**src/rtl/eth_mac_tx.sv**
```systemverilog
// rtl/eth_mac_tx.sv - Ethernet MAC transmit framer: preamble, SFD, payload, pad, FCS, IFG
// Byte-slot driven: everything advances only when rgmii_mac_tx_rdy grants a slot.

module eth_mac_tx_crc8 (
  input  logic [31:0] crc_in,
  input  logic [7:0]  data,
  output logic [31:0] crc_out
);
  always_comb begin
    logic [31:0] c;
    c = crc_in ^ {24'h0, data};
    for (int i = 0; i < 8; i++)
      c = c[0] ? ((c >> 1) ^ 32'hEDB88320) : (c >> 1);
    crc_out = c;
  end
endmodule

module eth_mac_tx #(
  parameter int MIN_FRAME_LEN = 60,
  parameter int IFG_BYTES     = 12,
  parameter int PREAMBLE_LEN  = 7
) (
  input  logic       clk_125,
  input  logic       reset_n,
  input  logic [7:0] s_tx_tdata,
  input  logic       s_tx_tvalid,
  input  logic       s_tx_tlast,
  input  logic       s_tx_tuser,
  output logic       s_tx_tready,
  output logic [7:0] rgmii_mac_tx_data,
  output logic       rgmii_mac_tx_dv,
  output logic       rgmii_mac_tx_er,
  input  logic       rgmii_mac_tx_rdy,
  output logic       tx_busy,
  output logic       tx_frame_done,
  output logic       tx_underrun
);
  typedef enum logic [2:0] {IDLE, PREAMBLE, SFD, PAYLOAD, PAD, FCS, DRAIN, IFG} state_t;

  localparam logic [15:0] MIN_LEN  = 16'(MIN_FRAME_LEN);
  localparam logic [7:0]  PRE_LAST = 8'(PREAMBLE_LEN - 1);
  localparam logic [7:0]  IFG_LAST = 8'(IFG_BYTES - 1);

  state_t      state, state_nxt;
  logic [7:0]  cnt, cnt_nxt;
  logic [15:0] byte_cnt, byte_cnt_nxt, byte_cnt_inc;
  logic [31:0] crc, crc_nxt, crc_upd, fcs;
  logic [7:0]  crc_in;
  logic [7:0]  data_nxt;
  logic        dv_nxt, er_nxt, done_nxt, unf_nxt;
  logic        drain_last, drain_last_nxt;
  logic        accept;

  // DRAIN stops accepting once tlast is taken so the next frame is not swallowed
  // while waiting for the slot that moves the FSM on.
  assign s_tx_tready  = reset_n && (((state == PAYLOAD) && rgmii_mac_tx_rdy) ||
                                    ((state == DRAIN) && !drain_last));
  assign accept       = s_tx_tvalid && s_tx_tready;
  assign tx_busy      = (state != IDLE);
  assign byte_cnt_inc = (byte_cnt == 16'hFFFF) ? byte_cnt : byte_cnt + 16'd1;
  assign crc_in       = (state == PAD) ? 8'h00 : s_tx_tdata;
  assign fcs          = ~crc;

  eth_mac_tx_crc8 u_crc (
    .crc_in  (crc),
    .data    (crc_in),
    .crc_out (crc_upd)
  );

  always_comb begin
    state_nxt      = state;
    cnt_nxt        = cnt;
    byte_cnt_nxt   = byte_cnt;
    crc_nxt        = crc;
    data_nxt       = rgmii_mac_tx_data;
    dv_nxt         = rgmii_mac_tx_dv;
    er_nxt         = rgmii_mac_tx_er;
    done_nxt       = 1'b0;
    unf_nxt        = 1'b0;
    drain_last_nxt = drain_last;
    if ((state == DRAIN) && accept && s_tx_tlast)
      drain_last_nxt = 1'b1;
    if (rgmii_mac_tx_rdy) begin
      data_nxt = 8'h00;
      dv_nxt   = 1'b0;
      er_nxt   = 1'b0;
      case (state)
        IDLE: begin
          if (s_tx_tvalid) begin
            data_nxt  = 8'h55;
            dv_nxt    = 1'b1;
            cnt_nxt   = 8'd1;
            state_nxt = PREAMBLE;
          end
        end
        PREAMBLE: begin
          data_nxt = 8'h55;
          dv_nxt   = 1'b1;
          if (cnt == PRE_LAST) state_nxt = SFD;
          else                 cnt_nxt   = cnt + 8'd1;
        end
        SFD: begin
          data_nxt     = 8'hD5;
          dv_nxt       = 1'b1;
          crc_nxt      = 32'hFFFFFFFF;
          byte_cnt_nxt = 16'd0;
          state_nxt    = PAYLOAD;
        end
        PAYLOAD: begin
          dv_nxt = 1'b1;
          if (s_tx_tvalid) begin
            data_nxt     = s_tx_tdata;
            er_nxt       = s_tx_tlast && s_tx_tuser;
            crc_nxt      = crc_upd;
            byte_cnt_nxt = byte_cnt_inc;
            if (s_tx_tlast) begin
              cnt_nxt   = 8'd0;
              state_nxt = (byte_cnt_inc < MIN_LEN) ? PAD : FCS;
            end
          end else begin
            er_nxt         = 1'b1;
            unf_nxt        = 1'b1;
            drain_last_nxt = 1'b0;
            state_nxt      = DRAIN;
          end
        end
        PAD: begin
          dv_nxt       = 1'b1;
          crc_nxt      = crc_upd;
          byte_cnt_nxt = byte_cnt_inc;
          if (byte_cnt_inc >= MIN_LEN) begin
            cnt_nxt   = 8'd0;
            state_nxt = FCS;
          end
        end
        FCS: begin
          data_nxt = fcs[{cnt[1:0], 3'b000} +: 8];
          dv_nxt   = 1'b1;
          if (cnt[1:0] == 2'd3) begin
            done_nxt  = 1'b1;
            cnt_nxt   = 8'd0;
            state_nxt = IFG;
          end else begin
            cnt_nxt = cnt + 8'd1;
          end
        end
        DRAIN: begin
          if (drain_last || (accept && s_tx_tlast)) begin
            drain_last_nxt = 1'b0;
            cnt_nxt        = 8'd0;
            state_nxt      = IFG;
          end
        end
        IFG: begin
          if (cnt == IFG_LAST) state_nxt = IDLE;
          else                 cnt_nxt   = cnt + 8'd1;
        end
        default: state_nxt = IDLE;
      endcase
    end
  end

  always_ff @(posedge clk_125) begin
    if (!reset_n) begin
      state             <= IDLE;
      cnt               <= 8'd0;
      byte_cnt          <= 16'd0;
      crc               <= 32'hFFFFFFFF;
      drain_last        <= 1'b0;
      rgmii_mac_tx_data <= 8'h00;
      rgmii_mac_tx_dv   <= 1'b0;
      rgmii_mac_tx_er   <= 1'b0;
      tx_frame_done     <= 1'b0;
      tx_underrun       <= 1'b0;
    end else begin
      state             <= state_nxt;
      cnt               <= cnt_nxt;
      byte_cnt          <= byte_cnt_nxt;
      crc               <= crc_nxt;
      drain_last        <= drain_last_nxt;
      rgmii_mac_tx_data <= data_nxt;
      rgmii_mac_tx_dv   <= dv_nxt;
      rgmii_mac_tx_er   <= er_nxt;
      tx_frame_done     <= done_nxt;
      tx_underrun       <= unf_nxt;
    end
  end
endmodule

```
**config.mk**
```make
export PLATFORM = sky130hd
export DESIGN_NAME = eth_mac_tx
export DESIGN_NICKNAME = d
export VERILOG_FILES = /design/src/rtl/eth_mac_tx.sv
export SDC_FILE = /design/constraint.sdc
export NUM_CORES = 1
export LEC_CHECK = 0
export ABC_AREA = 1
export ABC_CLOCK_PERIOD_IN_PS = 2400
export CORE_UTILIZATION = 50
export CTS_BUF_LIST = sky130_fd_sc_hd__clkbuf_16
export CTS_CLUSTER_DIAMETER = 30
export DETAILED_ROUTE_END_ITERATION = 8
export PLACE_DENSITY = 0.68
export SLEW_MARGIN = 10
export SYNTH_ARGS = -nofsm -noshare
export SYNTH_HDL_FRONTEND = slang
export SYNTH_HIERARCHICAL = 1
export SYNTH_SLANG_ARGS = --single-unit
```
**constraint.sdc**
```tcl
create_clock -name clk_125 -period 2.4 [get_ports clk_125]
set_input_delay 0.48 -clock clk_125 [delete_from_list [all_inputs] [get_ports clk_125]]
set_output_delay 0.48 -clock clk_125 [all_outputs]
set_load 0.02 [all_outputs]
```
==> results of run 1 <==
[state kept, by name (all words and copies together) (netlist names)]
| name | count |
|---|---|
| crc | 32 |
| byte_cnt | 16 |
| cnt | 8 |
| rgmii_mac_tx_data | 8 |
| state | 3 |
| drain_last | 1 |
| rgmii_mac_tx_dv | 1 |
| rgmii_mac_tx_er | 1 |
| tx_frame_done | 1 |
| tx_underrun | 1 |
[synthesized netlist by cell type (all sizes together)]
| cell type | count | share of area, % |
|---|---|---|
| a211oi | 6 | 0.86 |
| a21oi | 33 | 3.1 |
| a32oi | 2 | 0.33 |
| and2 | 1 | 0.12 |
| buf | 12 | 1.7 |
| clkbuf | 10 | 0.71 |
| clkinv | 3 | 0.24 |
| dfxtp | 72 | 27 |
| ha | 4 | 0.95 |
| inv | 97 | 6.9 |
| nand2 | 309 | 24 |
| nand3 | 60 | 6.1 |
| nand3b | 3 | 0.43 |
| nand4 | 18 | 2.4 |
| nor2 | 75 | 6.9 |
| nor3 | 4 | 0.48 |
| nor4 | 1 | 0.12 |
| o211ai | 7 | 1.0 |
| o21ai | 34 | 3.5 |
| o21bai | 2 | 0.29 |
| o22ai | 17 | 2.0 |
| o31ai | 1 | 0.14 |
| or2 | 2 | 0.29 |
| xnor2 | 6 | 1.1 |
| xor2 | 46 | 8.8 |
[power by group through the flow]
stage | registers (mW) | logic [mW] | clock network, mW
6_report | 1.77 | 5.38 | 1.42
5_1_grt | 1.80 | 5.95 | 1.47
4_1_cts | 1.75 | 5.24 | 1.43
3_5_place_dp | 1.77 | 5.20 | 0
3_3_place_gp | 1.76 | 5.13 | 0
2_1_floorplan | 1.75 | 3.54 | 0
[through the flow]
stage	hold WS [ns]	setup slack, ns
after floorplan	0.454	0.366
after global placement	0.441	-0.0624
after detailed placement	0.446	-0.104
after CTS	0.461	0.0410
after global routing	0.480	0.00274
final	0.457	0.124
[critical path, cell delays in order (launching register included)]
cell and delay, ns:
dfxtp_1 0.33, buf_4 0.16, nor2_1 0.12, inv_1 0.09
nor2_1 0.14, inv_1 0.08, clkdlybuf4s50_1 0.54
[layer usage]
metal	up-vias	part of all wire, %
li1	2779	-
met1	2584	46
met2	159	46
met3	21	5.6
met4	0	1.9
met5	-	0
[placed cells by master, fill, tap and decap left out, drive strengths merged]
| master | instances |
|---|---|
| a32oi | 2 |
| inv | 100 |
| o21bai | 2 |
| dlygate4sd2 | 1 |
| o31ai | 1 |
| a21oi | 33 |
| nand3b | 3 |
| o211ai | 7 |
| dfxtp | 72 |
| clkinv | 5 |
| nor4 | 1 |
| xor2 | 46 |
| nor3 | 4 |
| clkdlybuf4s50 | 26 |
| buf | 60 |
| or2 | 2 |
| nand3 | 61 |
| nor2 | 76 |
| a211oi | 6 |
| xnor2 | 6 |
| nand4 | 18 |
| o22ai | 17 |
| and2 | 1 |
| clkbuf | 9 |
| nand2 | 309 |
| bufinv | 2 |
| ha | 4 |
| o21ai | 34 |
[final cells by class]
class | count | area, um^2
tap | 136 | 170
multi-input combinational | 633 | 3350
sequential | 72 | 1440
timing repair buffer | 87 | 744
clock buffer | 9 | 225
fill | 1006 | 3840
clock inverter | 7 | 80.1
inverter | 100 | 377
[repair_timing]
item,CTS,global route
cloned,0,2
buffers inserted,0,2
pin swaps,0,3
endpoints found under the setup margin,1,26
resized for setup,2,8
[cells by family after synthesis]
| kind of cell | after synthesis |
|---|---|
| buf+inv | 122 |
| fa+ha+maj | 4 |
| flops | 72 |
| xor+xnor | 52 |
| simple gates | 473 |
| compound gates | 102 |
[how the worst max path moves through the flow]
stage	from	to	slack, ns	cells past startpoint
after floorplan	state[2]	crc[26]	0.37	13
after global placement	s_tx_tdata[0]	crc[22]	-0.06	14
after detailed placement	s_tx_tdata[0]	crc[22]	-0.10	14
after CTS	state[1]	crc[16]	0.04	14
after global routing	state[2]	tx_busy	0.003	6
final	state[2]	tx_busy	0.12	6
==> results.tsv, run 1 <==
metric	value	unit
status	finished, final reports clean	
seq_area_frac_synth	27.4	%
power_switching	4.06	mW
antenna_violation_net_count_after_detailed_routing	0	
setup_tns	0	ns
ff2ff_path_depth	14	
wire_length_of_the_first_global_routing_pass	25.0	mm
postSynthAreaPerCell	6.37	um^2
peakVddDrop	0.000740	V
drive_above_1_share	16.9	%
syn-instance-count	825	
worst_pin_slew	0.786	ns
layout_worst_path_cycle_share	94.8	%
post-route-util	62.5	%
clockPowerShare	16.5	%
min_delay_src	rgmii_mac_tx_data[1]	
clock_sink_count	72	
report.power.total	8.57	mW
drv_slew	0	
muxShareOfSynthArea	0	%
port_buffers	27	
hold-path-cell-count	2	
final_design_area_no_fill	0.00639	mm^2
synth.cell_area	0.00525	mm^2
track_usage	28.6	%
remaining_drc_errors	0	
synth_xor_xnor_area_share	9.96	%
critPathCaptureType	output port	
crit_type	flip-flop to output port	
holdCritPathClass	flip-flop to flip-flop	
global_route.usage.met3	4.51	%
grt_start_max_net_pins	36	
drtIter0Drc	341	
seq_power_share	20.7	%
worstPathMaxFanout	5	
floorplan.initialDensity	51.3	%
drt_wl_total	15.1	mm
share_comb_of_total_power	62.8	%
coreArea	0.0102	mm^2
timing.clock.skew	0.00496	ns
drtPass1Iterations	5	
clk-insertion-delay-late	0.34	ns
antenna_cells	0	
dieWidth	104	um
synth_compound_gate_area_share	11.3	%
layout.cells.non_filler	1044	
power_density	1340	mW/mm^2
synthAdderAreaFrac	0.953	%
timing.critical_path.from_type	flip-flop	
static_leakage	3.05	nW
globalRoute.busiestLayer	met2	
nets	921	
cts_buffer_depth	2	
clockRootBuffer	clkbuf_16	
routed_wire_length_per_instance	14.5	um
cts_tree	built	
regToRegStartpoint	byte_cnt[1]	
clkTransAtPathRegs	0.06	ns
flip_flop_and_latch_count_after_synthesis	72	
placedInstanceArea	0.00602	mm^2
rr_endpoint	cnt[0]	
via_per_inst	5.31	
max_slew_headroom	47.4	%
via_count	5543	
min_period	2.28	ns
cts-htree-levels	3	
synth_fp_nets	843	
setup_viol_count_final	0	
cell_internal_pwr	4.50	mW
gp_congestion	0.938	
cp.required	1.92	ns
antenna_found_initial	0	
num_rows	37	
yosys.area_share.simple	40.7	%
worst-endpoint-arrival	1.80	ns
worst_hold_path.endpoint	rgmii_mac_tx_data[1]	
switching_share	47.4	%
area_of_the_die	0.0109	mm^2
max_cap_viol_count	0	
number_of_global_route_vias_before_repair	5237	
tritoncts_buffers	9	
synth_warn	6	
final_hold_fails	0	
grt_use_met1	38.3	%
area_growth_syn_to_layout	21.8	%
r2r_setup_slack	0.18	ns
post_cts_hold_buffer_count	0	
top_level_ports	28	
grt-ovfl-total	0	
groute.layer.met2.usage	47.2	%
rsz0062_at_grt	no	
placed_cells	1024	
achievable-frequency	439	MHz
combinational_family_with_the_most_area_after_synthesis	simple AND/OR/NAND/NOR gates	
place_hpwl	11.1	mm
die_h	104	um
post_synth_num_cell_types	45	
Note: power is estimated with default switching activity, not from simulation.
==> run 2: changes to the inputs <==
--- a/config.mk
+++ b/config.mk
@@ -6,12 +6,12 @@
 export NUM_CORES = 1
 export LEC_CHECK = 0
 export ABC_AREA = 1
-export ABC_CLOCK_PERIOD_IN_PS = 2400
+export ABC_CLOCK_PERIOD_IN_PS = 1950
 export CORE_UTILIZATION = 50
 export CTS_BUF_LIST = sky130_fd_sc_hd__clkbuf_16
-export CTS_CLUSTER_DIAMETER = 30
+export CTS_CLUSTER_DIAMETER = 120
 export DETAILED_ROUTE_END_ITERATION = 8
-export PLACE_DENSITY = 0.68
+export PLACE_DENSITY = 0.71
 export SLEW_MARGIN = 10
 export SYNTH_ARGS = -nofsm -noshare
 export SYNTH_HDL_FRONTEND = slang
==> constraint.sdc (replaced) <==
create_clock -name clk_125 -period 1.95 [get_ports clk_125]
set_input_delay 0.39 -clock clk_125 [delete_from_list [all_inputs] [get_ports clk_125]]
set_output_delay 0.39 -clock clk_125 [all_outputs]
set_load 0.02 [all_outputs]
==> run 2 against run 1 <==
The flow now finishes with violations (setup timing). Sequential cell count is the same. Utilization increased by 11 points. Global-route usage increased by 2.4 points. Critical path type is now flip-flop to flip-flop. Total power rose by 44%. Sequential share of layout area down 3.2 points. Count of clock-buffer cells in the layout did not move. Worst setup slack got worse by 0.26 ns. First-iteration DRC count increased by 35%. Combinational power is 59% higher. Die area unchanged. Via count increased by 11%. Critical endpoint is now crc[19]. Design area up 18%.
==> results.tsv, run 2 (synthesis results as in run 1) <==
metric	value	unit	change
final_hold_fails	0		unchanged
largest_register_ffs	32		unchanged
clk-insertion-delay-late	0.34	ns	about the same
setup_tns	-1.90	ns	-1.90 ns
crit_type	flip-flop to flip-flop		
violations	setup timing		
path_delay_family	simple AND/OR/NAND/NOR gates		
area_of_the_die	0.0109	mm^2	unchanged
grt_start_max_net_pins	30		-17%
clock_sink_count	72		unchanged
power_switching	6.05	mW	+49%
number_of_global_route_vias_before_repair	5649		+7.9%
wire_length_of_the_first_global_routing_pass	27.1	mm	+8.8%
clockPowerShare	12.2	%	-4.3 points
holdWs	0.459	ns	+0.00209 ns
nets	989		+7.4%
max_slew_headroom	73.1	%	+26 points
setup_viol_count_final	29		+29
crit_path_start	state[1]		
regs_by_ff_count	crc (32), byte_cnt (16)		
regToRegStartpoint	state[1]		
post_cts_hold_buffer_count	0		unchanged
floorplan.initialDensity	51.3	%	unchanged
cp.required	2.16	ns	+0.24 ns
via_per_inst	5.55		+4.5%
cp_num_buf_inv	4		unchanged
status	complete, but fails checks		
placed_cells	1068		+4.3%
final_cell_mix	227 x nand2_1, 107 x buf_4, 79 x inv_1, 58 x dfxtp_1, 55 x nand2_2		
clkTransAtPathRegs	0.06	ns	about the same
peakVddDrop	0.000734	V	-0.80%
track_usage	31.0	%	+2.4 points
cts_tree	built		
drt_wl_total	17.6	mm	+16%
layout.cells.non_filler	1112		+6.5%
antenna_violation_net_count_after_detailed_routing	0		unchanged
static_leakage	3.54	nW	+16%
switching_share	49.2	%	+1.8 points
worst_path_max_delay_cell	dfxtp_2		
rsz0062_at_grt	yes		
drive_above_1_share	34.3	%	+17 points
drtIter0Drc	461		+35%
layout.cells.most_common	nand2_1		
layout_worst_path_cycle_share	107	%	
cts_buffer_depth	2		unchanged
holdCritPathClass	flip-flop to flip-flop		
routed_wire_length_per_instance	15.8	um	+9.1%
coreArea	0.0102	mm^2	unchanged
via_count	6169		+11%
antenna_cells	0		unchanged
top_level_ports	28		unchanged
remaining_drc_errors	0		unchanged
cell_internal_pwr	6.25	mW	+39%
drv_slew	0		unchanged
worstPathMaxFanout	6		+1
worst-endpoint-arrival	2.30	ns	+0.50 ns
area_growth_syn_to_layout	43.4	%	
timing.clock.skew	0.00864	ns	+0.00368 ns
max_cap_viol_count	0		unchanged
power_density	1630	mW/mm^2	+22%
drtPass1Iterations	6		+1
timing.critical_path.from_type	flip-flop		
worst_pin_slew	0.400	ns	-0.386 ns
cts-htree-levels	3		unchanged
place_hpwl	11.5	mm	+3.3%
grt-ovfl-total	0		unchanged
critical_path.cell_chain	inv_2, nand2_2, nor2_4, buf_12, nor2_4, inv_2, nand2_2, nand2_4, buf_6, xor2_1, nand2_1, nand2_2, nand3b_1, nand2_1, o22ai_2, nand2_1		
port_buffers	27		unchanged
num_rows	37		unchanged
max_flop_register	crc		
min_delay_src	rgmii_mac_tx_data[4]		
dieWidth	104	um	unchanged
critPathCaptureType	flip-flop		
post_route_setup_slack	-0.137	ns	-0.261 ns
dp_slack	-0.520	ns	-0.417 ns
timing.critical_path.slowest_cell_delay	0.32	ns	-0.22 ns
share_comb_of_total_power	69.8	%	+7.0 points
antenna_found_initial	0		unchanged
gp_congestion	0.925		-1.4%
die_h	104	um	unchanged
clockRootBuffer	clkbuf_16		
min_period	2.09	ns	
tritoncts_buffers	9		unchanged
achievable-frequency	479	MHz	
seq_power_share	18.0	%	-2.7 points
==> run 2: worst min-delay path, cell delays in order, from the launching register on <==
cell and delay (ns):
dfxtp_1 0.32, nand2_1 0.05, o21ai_0 0.05
==> run 2: layout make-up <==
type | instances | area, um^2
multi-input combinational | 632 | 3890
fill | 790 | 2700
sequential | 72 | 1460
timing repair buffer | 156 | 1360
inverter | 100 | 387
clock buffer | 9 | 225
tap | 136 | 170
clock inverter | 7 | 31.3
==> run 2: per-layer routing <==
layer	routed length [um]	track usage [%]
met5	0	0
met4	616	12.1
met3	1430	5.26
met2	8390	51.5
met1	7150	40.0
==> run 2: per-stage QoR <==
step	instance area, um^2	total power [mW]	utilization, %
2_1_floorplan	5300	6.59	-
3_3_place_gp	6430	8.71	62.8
3_5_place_dp	6430	8.84	62.8
4_1_cts	7070	11.1	69.1
5_1_grt	7530	13.0	73.6
6_report	7530	12.3	73.6
==> run 2: final timing paths <==
kind | end | slack (ns) | depth (start not counted)
hold / removal | rgmii_mac_tx_data[4] | 0.46 | 2
setup / recovery | crc[19] | -0.14 | 16
hold reg to reg | rgmii_mac_tx_data[4] | 0.46 | 2
setup reg to reg | crc[19] | -0.14 | 16
==> run 2: timing repair <==
action                     CTS  global route
buffers inserted            15            15
setup endpoints to repair   34            44
cloned                       1             0
resized for setup           74           101
hold endpoints to repair     0             0
pin swaps                   40            58
==> run 2: power groups by stage <==
stage	Sequential, mW	Combinational [mW]	Clock (mW)
2_1_floorplan	2.17	4.42	0
3_3_place_gp	2.18	6.53	0
3_5_place_dp	2.19	6.64	0
4_1_cts	2.18	7.40	1.49
5_1_grt	2.25	9.19	1.57
6_report	2.22	8.58	1.50
